**src/rtl/uart_fifo_pkg.sv**
```systemverilog
// Shared encodings and width defaults for the UART FIFO drain path.
package uart_fifo_pkg;

  localparam int DATA_W_DEFAULT = 8;
  localparam int CNT_W_DEFAULT  = 9;

  // One-hot so each state decode is a single flop bit.
  typedef enum logic [4:0] {
    IDLE    = 5'b00001,
    RD      = 5'b00010,
    WAIT_RD = 5'b00100,
    START   = 5'b01000,
    WAIT_TX = 5'b10000
  } sched_state_e;

endpackage

```
**src/rtl/sched_timeout_cnt.sv**
```systemverilog
// Saturating cycle counter; hit_o stays high once TIMEOUT increments have accumulated.
module sched_timeout_cnt #(
  parameter int TIMEOUT = 1000,
  parameter int TO_W    = 16
) (
  input  logic clk_i,
  input  logic srst_i,
  input  logic clr_i,
  input  logic inc_i,
  output logic hit_o
);

  localparam logic [TO_W-1:0] LIMIT = TO_W'(TIMEOUT);

  logic [TO_W-1:0] cnt_q, cnt_d;

  always_comb begin
    cnt_d = cnt_q;
    if (clr_i) begin
      cnt_d = '0;
    end else if (inc_i && (cnt_q != LIMIT)) begin
      cnt_d = cnt_q + 1'b1;
    end
  end

  always_ff @(posedge clk_i) begin
    if (srst_i) begin
      cnt_q <= '0;
    end else begin
      cnt_q <= cnt_d;
    end
  end

  assign hit_o = (cnt_q == LIMIT);

endmodule

```
**src/rtl/fifo_tx_scheduler.sv**
```systemverilog
// Burst scheduler draining the TX FIFO into the UART, one byte per frame,
// started by a fill threshold or by a timeout on a partially filled FIFO.
module fifo_tx_scheduler
  import uart_fifo_pkg::*;
#(
  parameter int DATA_W      = DATA_W_DEFAULT,
  parameter int CNT_W       = CNT_W_DEFAULT,
  parameter int START_LEVEL = 16,
  parameter int TIMEOUT     = 1000,
  parameter int TO_W        = 16,
  parameter int RD_LATENCY  = 1
) (
  input  logic              sys_clk,
  input  logic              sys_rst,
  input  logic              enable,
  input  logic              fifo_empty,
  input  logic [CNT_W-1:0]  fifo_data_count,
  input  logic [DATA_W-1:0] fifo_rd_data,
  output logic              fifo_rd_en,
  input  logic              uart_tx_done,
  output logic              uart_tx_start,
  output logic [DATA_W-1:0] uart_tx_data,
  output logic              burst_active,
  output logic [15:0]       tx_count
);

  // A zero level would never be "reached" by a non-empty FIFO in a useful way; treat it as 1.
  localparam int               LEVEL_EFF = (START_LEVEL < 1) ? 1 : START_LEVEL;
  localparam logic [CNT_W-1:0] LEVEL_C   = CNT_W'(LEVEL_EFF);
  localparam logic [1:0]       LAT_LAST  = 2'(RD_LATENCY - 1);

  sched_state_e      state_q, state_d;
  logic [1:0]        lat_q, lat_d;
  logic [DATA_W-1:0] data_q, data_d;
  logic [15:0]       tx_count_q, tx_count_d;
  logic              to_clr, to_inc, to_hit, go;

  sched_timeout_cnt #(
    .TIMEOUT (TIMEOUT),
    .TO_W    (TO_W)
  ) u_timeout (
    .clk_i  (sys_clk),
    .srst_i (sys_rst),
    .clr_i  (to_clr),
    .inc_i  (to_inc),
    .hit_o  (to_hit)
  );

  always_comb begin
    state_d       = state_q;
    lat_d         = lat_q;
    data_d        = data_q;
    tx_count_d    = tx_count_q;
    to_clr        = 1'b1;
    to_inc        = 1'b0;
    fifo_rd_en    = 1'b0;
    uart_tx_start = 1'b0;
    go            = enable && !fifo_empty && ((fifo_data_count >= LEVEL_C) || to_hit);

    unique case (state_q)
      IDLE: begin
        to_clr = fifo_empty || !enable || go;
        to_inc = !to_clr;
        if (go) begin
          state_d = RD;
        end
      end
      RD: begin
        fifo_rd_en = 1'b1;
        lat_d      = '0;
        state_d    = WAIT_RD;
      end
      WAIT_RD: begin
        if (lat_q == LAT_LAST) begin
          data_d  = fifo_rd_data;
          state_d = START;
        end else begin
          lat_d = lat_q + 1'b1;
        end
      end
      START: begin
        uart_tx_start = 1'b1;
        state_d       = WAIT_TX;
      end
      WAIT_TX: begin
        // Done is only honoured here, so a done coincident with the start pulse is dropped.
        if (uart_tx_done) begin
          tx_count_d = tx_count_q + 16'd1;
          state_d    = (enable && !fifo_empty) ? RD : IDLE;
        end
      end
      default: state_d = IDLE;
    endcase
  end

  always_ff @(posedge sys_clk) begin
    if (sys_rst) begin
      state_q    <= IDLE;
      lat_q      <= '0;
      data_q     <= '0;
      tx_count_q <= '0;
    end else begin
      state_q    <= state_d;
      lat_q      <= lat_d;
      data_q     <= data_d;
      tx_count_q <= tx_count_d;
    end
  end

  assign burst_active = (state_q != IDLE);
  assign uart_tx_data = data_q;
  assign tx_count     = tx_count_q;

endmodule
```
**config.mk**
```make
export PLATFORM = sky130hd
export DESIGN_NAME = fifo_tx_scheduler
export DESIGN_NICKNAME = d
export VERILOG_FILES = /design/src/rtl/uart_fifo_pkg.sv /design/src/rtl/sched_timeout_cnt.sv /design/src/rtl/fifo_tx_scheduler.sv
export SDC_FILE = /design/constraint.sdc
export NUM_CORES = 1
export LEC_CHECK = 0
export CAP_MARGIN = 30
export CORE_UTILIZATION = 25
export DETAILED_ROUTE_END_ITERATION = 16
export PLACE_DENSITY = 0.44
export SLEW_MARGIN = 25
export SYNTH_ARGS = -nofsm -noshare
export SYNTH_HDL_FRONTEND = slang
export SYNTH_SLANG_ARGS = --single-unit
```
**constraint.sdc**
```tcl
create_clock -name sys_clk -period 5.2 [get_ports sys_clk]
set_clock_uncertainty 0.1 [all_clocks]
set_input_delay 1.56 -clock sys_clk [delete_from_list [all_inputs] [get_ports sys_clk]]
set_output_delay 1.56 -clock sys_clk [all_outputs]
set_load 0.01 [all_outputs]
```
# --- Word-level counts from Yosys, hierarchy flattened ---
# Cells that the tools add are included.
totals:
  output_inout_bits: 27
  wordCells: 48
  input_bits: 22
  register_bits: 47
classes:
  magnitude_cmp: 1
  n_addsub: 3
  muxes: 11
  n_reduce_logical: 16
  n_eq_ne: 12
op_table:
  columns: ["cell", "n"]
  rows:
  - ["adder 16 x 1 -> 16 bit, second input constant", 2]
  - ["case mux 5 bit (5 select lines)", 1]
  - ["equality test 16 x 10 -> 1 bit, second input constant", 1]
  - ["!= test 16 x 10 -> 1 bit, second input constant", 1]
  - ["2-to-1 mux 5 bit", 3]
  - ["greater-or-equal comparator 9 x 5 -> 1 bit, second input constant", 1]
  - ["!= test 2 bit, second input constant", 4]
  - ["AND reduction 2 bit", 3]
  - ["equality test 5 x 1 -> 1 bit, second input constant", 1]
  - ["equality test 5 x 2 -> 1 bit, second input constant", 1]
  - ["equality test 5 x 3 -> 1 bit, second input constant", 1]
  - ["equality test 5 x 4 -> 1 bit, second input constant", 1]
  - ["equality test 5 bit, second input constant", 1]
  - ["!= test 5 x 1 -> 1 bit, second input constant", 1]
  - ["2-to-1 mux 1 bit", 4]
  - ["2-to-1 mux 2 bit", 2]
  - ["case mux 2 bit (2 select lines)", 1]
  - ["logical AND 1 bit", 3]
  - ["zero test 1 bit", 3]
  - ["logical OR 1 bit", 3]
  - ["AND reduction 3 bit", 1]
  - ["adder 2 x 1 -> 2 bit, second input constant", 1]
  - ["zero test 2 bit", 1]
  - ["nonzero test 2 bit", 1]
  - ["OR reduction 2 bit", 1]

# --- Logic depth before layout (Yosys ltp) ---
depth:
  depth_word: 7
  mapped_depth: 7
  mapped_depth_nobuf: 6

# --- Hierarchy ---
# A second synthesis with hierarchy kept.
hier_totals:
  hier_cells: 261
  area_unflattened_um2: 2239.6
modules_own_cells:
  columns: ["module", "cells_each", "area_each_um2", "n_inst", "seq_area_each_um2"]
  rows:
  - ["fifo_tx_scheduler", 166, 1441.4, 1, 620.6]
  - ["sched_timeout_cnt", 95, 798.3, 1, 320.3]

# --- Least setup slack after synthesis ---
# No wires, ideal clock.
synth_path:
  kind: "input-to-reg"
  startpoint: "in fifo_data_count[5]"
  endpoint: "reg u_timeout.cnt_q[10]"
  path_stages: 5
  arrival_ps: 2779
  setup_ps: 65
  t_required_ps: 5035
  path_slack_ps: 2256
  path_buffers: 1
  path_cell_list: "or4_1 -> nor2_1 -> nand4b_1 -> clkbuf_1 -> nor2_1"
synth_between:
  elab_chain_cells: 7
  word_cells_on_any_way: 9
  cone_classes: "1 x order compare; 2 x mux; 6 x reduce/logical"
synth_lines:
  columns: ["element", "line", "rtl"]
  rows:
  - ["start: declaration", "fifo_tx_scheduler.sv:17", "input logic [CNT_W-1:0] fifo_data_count,"]
  - ["greater-or-equal comparator 9 x 5 -> 1 bit *", "fifo_tx_scheduler.sv:58", "go = enable && !fifo_empty && ((fifo_data_count >= LEVEL_C) || to_hit);"]
  - ["logical OR 1 bit *", "fifo_tx_scheduler.sv:58", null]
  - ["logical AND 1 bit *", "fifo_tx_scheduler.sv:58", null]
  - ["logical OR 1 bit *", "fifo_tx_scheduler.sv:62", "to_clr = fifo_empty || !enable || go;"]
  - ["zero test 1 bit", "fifo_tx_scheduler.sv:63", "to_inc = !to_clr;"]
  - ["2-to-1 mux 1 bit", "fifo_tx_scheduler.sv:60", "unique case (state_q)"]
  - ["logical AND 1 bit", "sched_timeout_cnt.sv:21", "end else if (inc_i && (cnt_q != LIMIT)) begin"]
  - ["end signal: assignment", "sched_timeout_cnt.sv:30", "cnt_q <= cnt_d;"]
  - ["end: declaration", "sched_timeout_cnt.sv:15", "logic [TO_W-1:0] cnt_q, cnt_d;"]
# Every way passes the cells marked *; elsewhere a longest branch is shown, timed or not.
# A chain may end at the register's enable or synchronous reset.

# --- Worst setup path after layout ---
layout_path:
  startpoint: "in fifo_data_count[5]"
  endpoint: "reg u_timeout.cnt_q[12]"
# The elaborated chain is that of the path after synthesis.

==> metrics.yaml <==
hold-path-cell-count: 1
grtUsageMet1_pct: 15.1
met3_usage_pct: 3.51
dieHeight_um: 95.2
diodes: 0
drive_above_1_share_pct: 3.10
fin_crit_sh_pct: 68.3
synth_edf_count: 0
firstDrtPassIters: 6
layoutNonFillerInstCount: 395
tritoncts: "yes"
clk_latency_ns: 0.29
wl_um: 4810
min-delay-start: "u_timeout.cnt_q[0]"
hold_buffers: 0
dp_worst_setup_slack_ns: 1.27
yosys_warnings: 0
die_width_um: 95.2
synth.distinct_cells: 38
hold_violations: 0
clkPwrFrac_pct: 34.2
fin_area_um2: 2780
r2r_start: "state_q[4]"
synthCells: 248
rsz0062_at_grt: "false"
timing.hold.worst_endpoint: "u_timeout.cnt_q[0]"
leakagePower_nw: 0.882
r2r-end: "tx_count[15]"
slowest_delay_ns: 0.62
cp.arrival_ns: 3.66
r2r_cells: 4
p_sw_mw: 0.134
ys_seq_elements: 47
max_slew.worst_pin.slew_ns: 0.710
place_congestion: 0.736
critPathKind: "in2reg"
grt_pass1_vias: 1779
syn2layout_area_growth_pct: 28.2
synth_ff_type: "dfxtp_1"
numCtsBuffers: 5
vdd_drop_max_v: 0.0000806
clock_tree.root_cell: "clkbuf_8"
cp-end-kind: "flop"
cp-start-kind: "input pin"
portBuffers: 44
cp_data_required_time_ns: 5.31
p_seq_share_pct: 60.2
status: "complete, no violations"
nets: 317
top_usage_layer: "met2"
track_usage_pct: 11.5
viasPerCell: 4.79
p_per_area_nw_per_um2: 217
avgSynthCellArea_um2: 8.76
p_int_mw: 0.471
hpwl_um: 3320
maxSlewViolCount: 0
critPathSlowestCell: "nand4b_1"
vias: 1893
fp.coreArea_um2: 8300
fin_ws_ns: 1.65
postCtsSetupBuffers: 0
synthArstFlopShare_pct: 0
wl_per_cell_um: 12.2
grt-ovfl-total: 0
cap_violations: 0
clock_path_buffers: 2
critPathMaxFanout: 16
fill_cells: 885
path_clk_slew_ns: 0.08
cts.sinks: 47
max_freq_ghz: 0.282
setup_viol: 0
cts_resized: 0
grt_max_degree: 32
synth_nets: 274
grt_pass1_wl_um: 8220
drtIter0Drc: 66
h-tree-depth: 2
hold_path_class: "reg2reg"
start_util_pct: 26.2
use_met2_pct: 17.5
swShare_pct: 22.1
slew_headroom_pct: 52.4
antenna_left: 0
path_cells: "clkdlybuf4s50_1 -> or4_1 -> nor2_1 -> nand4b_1 -> a21oi_1"
tns_ns: 0
pwr-share-comb_pct: 5.6
pin_count: 49
synth_area_um2: 2170
rrSetupSlack_ns: 2.85
ys_seq_area_share_pct: 43.3
rows: 33
antenna_found_initial: 0
dpl_cell_area_um2: 2710
die_area_um2: 9060
drc: 0
final_util_pct: 33.5
period_minus_slack_ns: 3.55
dp.cells: 389
registers in the layout, indices dropped and copies added (netlist names):
register and flops:
lat_q 2, state_q 5, tx_count 16, u_timeout.cnt_q 16, uart_tx_data 8
layout make-up:
| type | count | area, um^2 | area share, % |
|---|---|---|---|
| clock buffers | 6 | 72.6 | 2.61 |
| well taps | 105 | 131 | 4.72 |
| inverters | 8 | 30.0 | 1.08 |
| flip-flops and latches | 47 | 941 | 33.8 |
| multi-input cells | 184 | 1160 | 41.7 |
| repair buffers | 45 | 448 | 16.1 |
metal layers:
metal,up-vias,wire (um)
met5,-,0
met4,0,51
met3,6,267
met2,44,2050
met1,861,2440
li1,982,-
cell usage after synthesis (5+ instances only):
master	instances	area, um^2
nor2_1	31	116
o31ai_1	7	52.6
buf_2	5	25.0
or3_1	7	43.8
inv_1	8	30.0
nor3_1	5	25.0
xor2_1	11	96.3
or4_1	8	60.1
nand2_1	11	41.3
nand4_1	10	62.6
nand3_1	10	50.1
a21oi_1	18	90.1
mux2i_1	10	100
o21ai_0	12	60.1
dfxtp_1	47	941
cell usage in the layout, fill, tap and decap left out, types with 5 or more instances in the layout:
| master | count |
|---|---|
| a21oi_1 | 18 |
| clkbuf_8 | 5 |
| clkdlybuf4s50_1 | 44 |
| dfxtp_1 | 47 |
| inv_1 | 8 |
| mux2i_1 | 10 |
| nand2_1 | 11 |
| nand3_1 | 10 |
| nand4_1 | 10 |
| nor2_1 | 31 |
| nor3_1 | 5 |
| o21ai_0 | 12 |
| o31ai_1 | 7 |
| or3_1 | 7 |
| or4_1 | 8 |
| xor2_1 | 11 |
power by group through the flow:
stage	logic (mW)	registers [mW]	clock network, mW
2_1_floorplan	0.0147	0.372	0
3_3_place_gp	0.0345	0.373	0
3_5_place_dp	0.0348	0.373	0
4_1_cts	0.0349	0.364	0.220
5_1_grt	0.0381	0.365	0.231
6_report	0.0339	0.364	0.207
cell families (layout without fill, tap and decap cells):
kind of cell             after synthesis  in the layout  synth area share (%)
AO/OA/AOI/OAI                         42             42                  11.1
XOR/XNOR                              15             15                  6.05
adder cells (fa/ha/maj)                4              4                  2.30
buffers and inverters                 17             59                  3.23
flip-flops                            47             47                  43.3
multiplexers                          10             10                  4.61
AND/OR/NAND/NOR                      113            113                  29.4
through the flow:
stage	hold WS [ns]	power, mW
2_1_floorplan	0.337	0.387
3_3_place_gp	0.362	0.407
3_5_place_dp	0.373	0.408
4_1_cts	0.391	0.619
5_1_grt	0.417	0.634
6_report	0.383	0.605
worst max-delay path, delay by kind of cell:
family                 cells  cell delay [ns]
AO/OA/AOI/OAI              1             0.32
buffers and inverters      1             0.39
AND/OR/NAND/NOR            3             1.37
worst max-delay path by stage:
stage / depth (start not counted) / slack, ns / startpoint / end
2_1_floorplan: 5 / 2.26 / fifo_data_count[5] / u_timeout.cnt_q[10]
3_3_place_gp: 5 / 1.34 / fifo_data_count[5] / u_timeout.cnt_q[12]
3_5_place_dp: 5 / 1.27 / fifo_data_count[5] / u_timeout.cnt_q[12]
4_1_cts: 5 / 1.58 / fifo_data_count[5] / u_timeout.cnt_q[12]
5_1_grt: 5 / 1.32 / fifo_data_count[5] / u_timeout.cnt_q[12]
6_report: 5 / 1.65 / fifo_data_count[5] / u_timeout.cnt_q[12]
(Power assumes the default switching activity.)
